<file path="src/rtl/sram_port_arbiter.sv">
// sram_port_arbiter: shares one asynchronous SRAM bus between two requesters.
// Port 0 is the core memory port, port 1 the loader/debug port. Each access
// holds the strobes for ACCESS_CYCLES clocks, then spends one recovery clock
// with a single-cycle ack to the granted port. All outputs are registered.
// Build option: define SRAM_ARB_RR_EN for round-robin arbitration; otherwise
// fixed priority with port 0 winning ties.
module sram_port_arbiter #(
    parameter int AW            = 21,
    parameter int DW            = 8,
    parameter int ACCESS_CYCLES = 2
) (
    input  logic          clk_sys,
    input  logic          reset,
    input  logic          req0,
    input  logic          we0,
    input  logic [AW-1:0] addr0,
    input  logic [DW-1:0] wdata0,
    output logic          ack0,
    output logic [DW-1:0] rdata0,
    input  logic          req1,
    input  logic          we1,
    input  logic [AW-1:0] addr1,
    input  logic [DW-1:0] wdata1,
    output logic          ack1,
    output logic [DW-1:0] rdata1,
    output logic [AW-1:0] sram_a,
    input  logic [DW-1:0] sram_dq_i,
    output logic [DW-1:0] sram_dq_o,
    output logic          sram_dq_oe,
    output logic          sram_nce,
    output logic          sram_noe,
    output logic          sram_nwe,
    output logic          busy,
    output logic          gnt_id
);

    localparam logic [1:0] ST_IDLE    = 2'd0;
    localparam logic [1:0] ST_ACCESS  = 2'd1;
    localparam logic [1:0] ST_RECOVER = 2'd2;

    localparam logic [3:0] CNT_LOAD = 4'(ACCESS_CYCLES - 1);

    logic [1:0] state;
    logic [3:0] cnt;
    logic       we_q;
    logic       win;
    logic       win_we;

`ifdef SRAM_ARB_RR_EN
    logic last_gnt;

    // Round-robin pick: on a tie the port not granted last wins.
    always_comb begin
        win = ~req0;
        if (req0 && req1) begin
            win = ~last_gnt;
        end
    end

    // Remember which port received the most recent grant.
    always_ff @(posedge clk_sys or posedge reset) begin
        if (reset) begin
            last_gnt <= 1'b1;
        end else if (state == ST_IDLE && (req0 || req1)) begin
            last_gnt <= win;
        end
    end
`else
    // Fixed priority: port 0 wins whenever it requests.
    always_comb begin
        win = ~req0;
    end
`endif

    // Write/read direction of the port that would be granted this cycle.
    always_comb begin
        win_we = win ? we1 : we0;
    end

    // Access sequencer: grant, strobe window, recovery with ack.
    always_ff @(posedge clk_sys or posedge reset) begin
        if (reset) begin
            state      <= ST_IDLE;
            cnt        <= '0;
            we_q       <= 1'b0;
            ack0       <= 1'b0;
            ack1       <= 1'b0;
            rdata0     <= '0;
            rdata1     <= '0;
            sram_a     <= '0;
            sram_dq_o  <= '0;
            sram_dq_oe <= 1'b0;
            sram_nce   <= 1'b1;
            sram_noe   <= 1'b1;
            sram_nwe   <= 1'b1;
            busy       <= 1'b0;
            gnt_id     <= 1'b0;
        end else begin
            case (state)
                ST_IDLE: begin
                    if (req0 || req1) begin
                        state     <= ST_ACCESS;
                        cnt       <= CNT_LOAD;
                        busy      <= 1'b1;
                        gnt_id    <= win;
                        we_q      <= win_we;
                        sram_a    <= win ? addr1 : addr0;
                        sram_dq_o <= win ? wdata1 : wdata0;
                        sram_nce  <= 1'b0;
                        if (win_we) begin
                            sram_dq_oe <= 1'b1;
                            sram_nwe   <= 1'b0;
                        end else begin
                            sram_noe <= 1'b0;
                        end
                    end
                end
                ST_ACCESS: begin
                    if (cnt == '0) begin
                        state      <= ST_RECOVER;
                        sram_nce   <= 1'b1;
                        sram_noe   <= 1'b1;
                        sram_nwe   <= 1'b1;
                        sram_dq_oe <= 1'b0;
                        if (!we_q) begin
                            if (gnt_id) begin
                                rdata1 <= sram_dq_i;
                            end else begin
                                rdata0 <= sram_dq_i;
                            end
                        end
                        if (gnt_id) begin
                            ack1 <= 1'b1;
                        end else begin
                            ack0 <= 1'b1;
                        end
                    end else begin
                        cnt <= cnt - 4'd1;
                        // nwe rises one cycle early so address/data are held
                        // through the final strobe cycle.
                        if (we_q && cnt == 4'd1) begin
                            sram_nwe <= 1'b1;
                        end
                    end
                end
                ST_RECOVER: begin
                    ack0  <= 1'b0;
                    ack1  <= 1'b0;
                    busy  <= 1'b0;
                    state <= ST_IDLE;
                end
                default: begin
                    state <= ST_IDLE;
                end
            endcase
        end
    end

endmodule

</file>
<file path="config.mk">
export PLATFORM = sky130hd
export DESIGN_NAME = sram_port_arbiter
export DESIGN_NICKNAME = d
export VERILOG_FILES = /design/src/rtl/sram_port_arbiter.sv
export SDC_FILE = /design/constraint.sdc
export NUM_CORES = 1
export LEC_CHECK = 0
export BUFFER_PORTS_ARGS = -buffer_cell sky130_fd_sc_hd__buf_2
export CAP_MARGIN = 0
export CORE_MARGIN = 2
export CORE_UTILIZATION = 45
export DETAILED_ROUTE_END_ITERATION = 16
export GPL_ROUTABILITY_DRIVEN = 0
export HOLD_SLACK_MARGIN = 0.03
export PLACE_DENSITY_LB_ADDON = 0.08
export SLEW_MARGIN = 20
export SYNTH_ARGS = -nofsm -noshare
export SYNTH_HDL_FRONTEND = slang
export SYNTH_SLANG_ARGS = --single-unit
export TNS_END_PERCENT = 100
</file>
<file path="constraint.sdc">
create_clock -name clk_sys -period 4.2 [get_ports clk_sys]
set_input_delay 0.84 -clock clk_sys [delete_from_list [all_inputs] [get_ports clk_sys]]
set_output_delay 0.84 -clock clk_sys [all_outputs]
set_load 0.05 [all_outputs]
</file>
==> results of run 1 <==
power breakdown:
| part | internal [mW] | switching [mW] | leakage [nW] | total, mW |
|---|---|---|---|---|
| clock | 0.302 | 0.218 | 0.109 | 0.520 |
| sequential | 0.867 | 0.168 | 0.727 | 1.04 |
| combinational | 0.475 | 1.27 | 1.04 | 1.75 |
| total | 1.64 | 1.66 | 1.88 | 3.30 |
cells in the mapped netlist, types with 2 or more instances:
| cell | n |
|---|---|
| mux2i_1 | 29 |
| ha_1 | 3 |
| inv_1 | 6 |
| nand2b_1 | 2 |
| mux2_2 | 9 |
| dfrtp_1 | 57 |
| o21ai_0 | 60 |
| mux2_4 | 8 |
| nand2_1 | 6 |
| o21a_1 | 3 |
| nor2_1 | 2 |
| o21ai_1 | 4 |
| buf_2 | 3 |
| clkbuf_1 | 13 |
| dfstp_2 | 3 |
| a21oi_1 | 2 |
metrics by stage:
step | area (um^2) | total power [mW] | instances | setup WS, ns
global route | 3620 | 3.51 | 436 | 1.75
floorplan | 2750 | 2.38 | 234 | 1.88
finish | 3620 | 3.30 | 436 | 1.88
detailed placement | 3420 | 2.80 | 420 | 1.93
global placement | 3420 | 2.77 | 420 | 1.99
CTS | 3620 | 3.33 | 436 | 1.91
kinds of logic after synthesis:
logic type / count (synthesis) / synth area share
multiplexers: 46 / 0.186
AND/OR/NAND/NOR: 23 / 0.0561
buffers and inverters: 23 / 0.0356
flip-flops: 60 / 0.548
AO/OA/AOI/OAI: 79 / 0.160
adder cells (fa/ha/maj): 3 / 0.0137
sequential cells by signal (all words and copies together) (netlist names), 2 cells and up:
register,cells
rdata0,8
sram_a,21
cnt,4
sram_dq_o,8
rdata1,8
state,2
worst paths after layout:
path,to,cells after the start,startpoint
setup / recovery,rdata0[4]$_DFFE_PP0P_,5,cnt[0]$_DFFE_PP0P_
hold / removal,ack0$_DFFE_PP0P_,2,ack0$_DFFE_PP0P_
setup reg to reg,rdata0[4]$_DFFE_PP0P_,5,cnt[0]$_DFFE_PP0P_
hold reg to reg,ack0$_DFFE_PP0P_,2,ack0$_DFFE_PP0P_
max in group asynchronous,sram_nwe$_DFFE_PP1P_,3,reset
min in group asynchronous,rdata1[4]$_DFFE_PP0P_,2,reset
final cells by class:
type | instances | area share
clock buffer | 11 | 0.0418
clock inverter | 5 | 0.0138
inverter | 6 | 0.00622
multi-input combinational | 151 | 0.316
sequential | 60 | 0.416
tap | 75 | 0.0259
timing repair buffer | 128 | 0.180
worst max-delay path: stages (launching register included):
cell     delay [ns]
dfrtp_1        0.40
inv_1          0.15
ha_1           0.22
nor3b_4        0.32
or4b_1         0.72
mux2_4         0.38
layer usage:
| metal | vias up | track usage | part of all wire |
|---|---|---|---|
| met4 | 0 | 0.0917 | 0.012 |
| met5 | - | 0 | 0 |
| met2 | 81 | 0.320 | 0.47 |
| met3 | 6 | 0.0489 | 0.063 |
| li1 | 1092 | - | - |
| met1 | 1088 | 0.276 | 0.45 |
==> flow_summary.ini, run 1 <==
[worst_setup_path]
end_kind = register
rrSetupSlack_ns = 1.88
worstPathArrival_ns = 2.53
critPathKind = register to register
start_kind = register
required_ns = 4.40
cp_max_fo = 8

[routing]
finalWirelength_mm = 6.49
wl_per_cell_um = 14.9
vias = 2267
ant_nets = 0
drtIter0Drc = 100
via_per_inst = 5.20
drc = 0
drt-pass1-iter-count = 4

[power_and_ir_drop]
p_leak_nw = 1.88
ir_worst_vdd_mv = 0.467
power_density_nw_per_um2 = 913

[clock_network]
clockRootBuffer = clkbuf_8
path_clk_slew_ns = 0.07
ctsHoldBuffers = 0
cts_tree = yes
cts.sinks = 60
htreeDepth = 3
postCtsResizedCells = 0
clockBufferDepth = 2
postCtsSetupRepairBufs = 0
clock_latency_ns = 0.32
numCtsBuffers = 9

[grt]
grt_pass1_vias = 2220
grtUsageTotal = 0.206
grt_max_degree = 37
grt_pass1_wl_mm = 10.5
grt-ovfl-total = 0
antenna_found_initial = 0

[sta]
relSlewSlack = 0.643
holdWs_ns = 0.486
setup_viol = 0
fin_tns_setup_ns = 0
finalClockSkew_ns = 0.00643
fin_crit_sh = 0.553
period_needed_ns = 2.32
finalMaxSlewViolations = 0
clock.fmax_ghz = 0.431
rsz0062_at_grt = no
tightest_slew_ns = 0.535
final_hold_viol_count = 0

[floorplanning]
die_h_um = 82.1
dieArea_um2 = 6740
io_pins = 125
core_um2 = 5920
rows = 28
initial_core_util = 0.464
dieWidth_um = 82.1

[cells_and_area]
layout-drive-gt1-share = 0.479
final_cell_mix = buf_2, o21ai_0, dfrtp_1
area_growth_syn_to_layout_pct = 31.8
area.sequential_um2 = 1510
multiInputGateArea_um2 = 1140
layout_commonest_cell = buf_2
final_nets = 431
num-fill-cells = 522
finish.utilization = 0.611
antenna_cells = 0

[min_path]
min_path_type = register to register

[placement]
io_buffers = 124
dp_hpwl_mm = 4.50

[synth]
ys.flop_type = dfrtp_1
synth.distinct_cells = 40
synth_top_cell_by_area = dfrtp_1
ys_top_cells_by_area = dfrtp_1, o21ai_0, mux2i_1, mux2_4, mux2_2
ys_seq_area_frac = 0.548
synth_cells = 234
avgSynthCellArea_um2 = 11.7
synth_edf_count = 0
ys_ff_latch = 60
yosys_warnings = 0
synth_top_cell_area_share = 0.520
syn_area_um2 = 2750
synthArstFlopShare = 1.00
synthesis.nets = 309

[flow_run]
drv_cap = 0

[outcome]
status = complete, no violations
No activity file was read; power rests on OpenSTA's default activity.
==> inputs of run 2 (changes only) <==
ABC_AREA = 1   (was not set)
clock period = 2.3 ns   (was 4.2 ns; I/O delays follow)
==> run 2 against run 1 <==
Net effect:
- area after synthesis increased by 3.2%
- via count increased by 9.3%
- total power increased by 96%
- first-iteration DRC count decreased by 2.0%
- sequential power increased by 84%
- largest power group unchanged
==> flow_summary.ini, run 2 <==
[synth]
synthesis.nets = 384
ys_top_cells_by_count = nor2_1, nand2_1, dfrtp_1, o31ai_1, inv_1
ys_top_cells_by_area = dfrtp_1, nor2_1, nand2_1, o31ai_1, o21ai_2
ys_ff_latch = 60
syn_area_um2 = 2830
synth_top_cell_by_area = dfrtp_1
yosys_warnings = 0
synth_edf_count = 0
post-synth-top-count-cell = nor2_1
synth.distinct_cells = 22
synthArstFlopShare = 1.00
synth_cells = 309
synth_top_cell_area_share = 0.503
ys_seq_area_frac = 0.531
ys.flop_type = dfrtp_1
avgSynthCellArea_um2 = 9.17

[placement]
io_buffers = 124
preCtsSetupSlack_ns = 0.789
dp_hpwl_mm = 4.62
placed_area_um2 = 3490

[floorplanning]
core_um2 = 5990
dieArea_um2 = 6950
rows = 28
die_h_um = 83.4
dieWidth_um = 83.4
initial_core_util = 0.473
io_pins = 125

[worst_setup_path]
critPathMaxStageDelay_ns = 0.54
critPathKind = register to output pin
cp_slowest_cell = dfstp_2
required_ns = 1.84
cp_max_fo = 2
path_cells = buf_2
critPathTopFamily = flip-flops
worstPathArrival_ns = 1.12
start_kind = register
crit_buf_inv = 1
end_kind = output pin

[sta]
rsz0062_at_grt = no
fin_tns_setup_ns = 0
finalMaxSlewViolations = 0
period_needed_ns = 1.58
finalClockSkew_ns = 0.00637
final_hold_viol_count = 0
fin_crit_sh = 0.689
worst_slack_ns = 0.715
setup_viol = 0
tightest_slew_ns = 0.441
relSlewSlack = 0.706
clock.fmax_ghz = 0.631

[power_and_ir_drop]
p_leak_nw = 2.00
ir_worst_vdd_mv = 0.970
pwr-share-clk = 0.142
power_density_nw_per_um2 = 1750
power_frac_seq = 0.295
p_int_mw = 3.01
pwr-share-comb = 0.563
p_sw_mw = 3.45
swShare = 0.534

[clock_network]
numCtsBuffers = 9
cts_tree = yes
ctsHoldBuffers = 0
path_clk_slew_ns = 0.07
postCtsSetupRepairBufs = 0
cts.sinks = 60
clockRootBuffer = clkbuf_8
postCtsResizedCells = 0
clock_latency_ns = 0.33
clockBufferDepth = 2
htreeDepth = 3

[grt]
grt_max_degree = 42
grtUsageTotal = 0.192
grt-ovfl-total = 0
antenna_found_initial = 0
grt_pass1_wl_mm = 10.8
grt_pass1_vias = 2342

[routing]
drc = 0
drtIter0Drc = 98
ant_nets = 0
drt-pass1-iter-count = 4
vias = 2478
via_per_inst = 4.83
finalWirelength_mm = 6.43
wl_per_cell_um = 12.5

[cells_and_area]
largest_reg_flops = 21
final_nets = 508
design_area_um2 = 3680
area_growth_syn_to_layout_pct = 30.0
finish.utilization = 0.615
layout_commonest_cell = buf_2
final_cell_mix = buf_2, nor2_1, nand2_1
layout-drive-gt1-share = 0.422
top_register = sram_a
antenna_cells = 0

[flow_run]
drv_cap = 0

[outcome]
status = complete, no violations

[min_path]
min_path_type = input pin to async pin
-- run 2: changes by cell type after synthesis, sizes merged, moves of 9 or more --
cell,change
o31ai,+28
mux2,-17
inv,+17
o21ai,-36
clkbuf,-10
nor2,+68
nand2,+68
buf,+9
mux2i,-29
-- run 2: final timing paths --
kind	from	end	slack [ns]	cells past startpoint
min in group clk_sys	addr1[2]	sram_a[2]$_DFFE_PP0P_	0.40	3
setup reg to reg	state[0]$_DFFE_PP0P_	sram_noe$_DFFE_PP1P_	0.83	5
hold / removal	reset	sram_dq_o[4]$_DFFE_PP0P_	0.12	2
max in group asynchronous	reset	sram_nwe$_DFFE_PP1P_	1.55	3
setup / recovery	sram_noe$_DFFE_PP1P_	sram_noe	0.72	1
hold reg to reg	sram_nwe$_DFFE_PP1P_	sram_nwe$_DFFE_PP1P_	0.47	2
-- run 2: worst register-to-register path, stage by stage, from the launching register on --
cell	delay (ns)
dfrtp_1	0.47
nor2_2	0.18
nand2_2	0.22
buf_4	0.28
o21ai_0	0.19
nand2_1	0.07
-- run 2: routing by layer --
layer	GRT usage	up-vias	routed length, um
met5	0	-	0
met4	0.0894	0	136
met3	0.0467	11	428
met2	0.301	83	3010
met1	0.250	1146	2860
li1	-	1238	-
-- run 2: stage by stage --
| step | cells | power (mW) | hold WS (ns) |
|---|---|---|---|
| final | 513 | 6.46 | 0.118 |
| after global routing | 513 | 6.87 | 0.147 |
| after CTS | 513 | 6.53 | 0.123 |
| after detailed placement | 497 | 5.60 | 0.458 |
| after global placement | 497 | 5.55 | 0.457 |
| after floorplan | 309 | 4.81 | 0.495 |
-- run 2: kinds of logic after synthesis --
logic type,after synthesis,synth area share
XOR/XNOR,1,0.00309
AND/OR/NAND/NOR,149,0.224
AO/OA/AOI/OAI,57,0.156
adder cells (fa/ha/maj),3,0.0132
flip-flops,60,0.531
buffers and inverters,39,0.0720
-- run 2: cell type report --
type	count	area (um^2)
inverters	23	86.3
repair buffers	129	683
flip-flops and latches	60	1510
fillers	551	2310
clock buffers	9	124
clock inverters	7	67.6
well taps	75	93.8
multi-input cells	210	1120
-- run 2: power by group through the flow --
stage          Clock, mW  Sequential, mW  Combinational, mW
2_1_floorplan          0            3.53               1.28
3_3_place_gp           0            1.92               3.63
3_5_place_dp           0            1.92               3.68
4_1_cts            0.941            1.91               3.68
5_1_grt             1.00            1.97               3.90
6_report           0.918            1.91               3.64
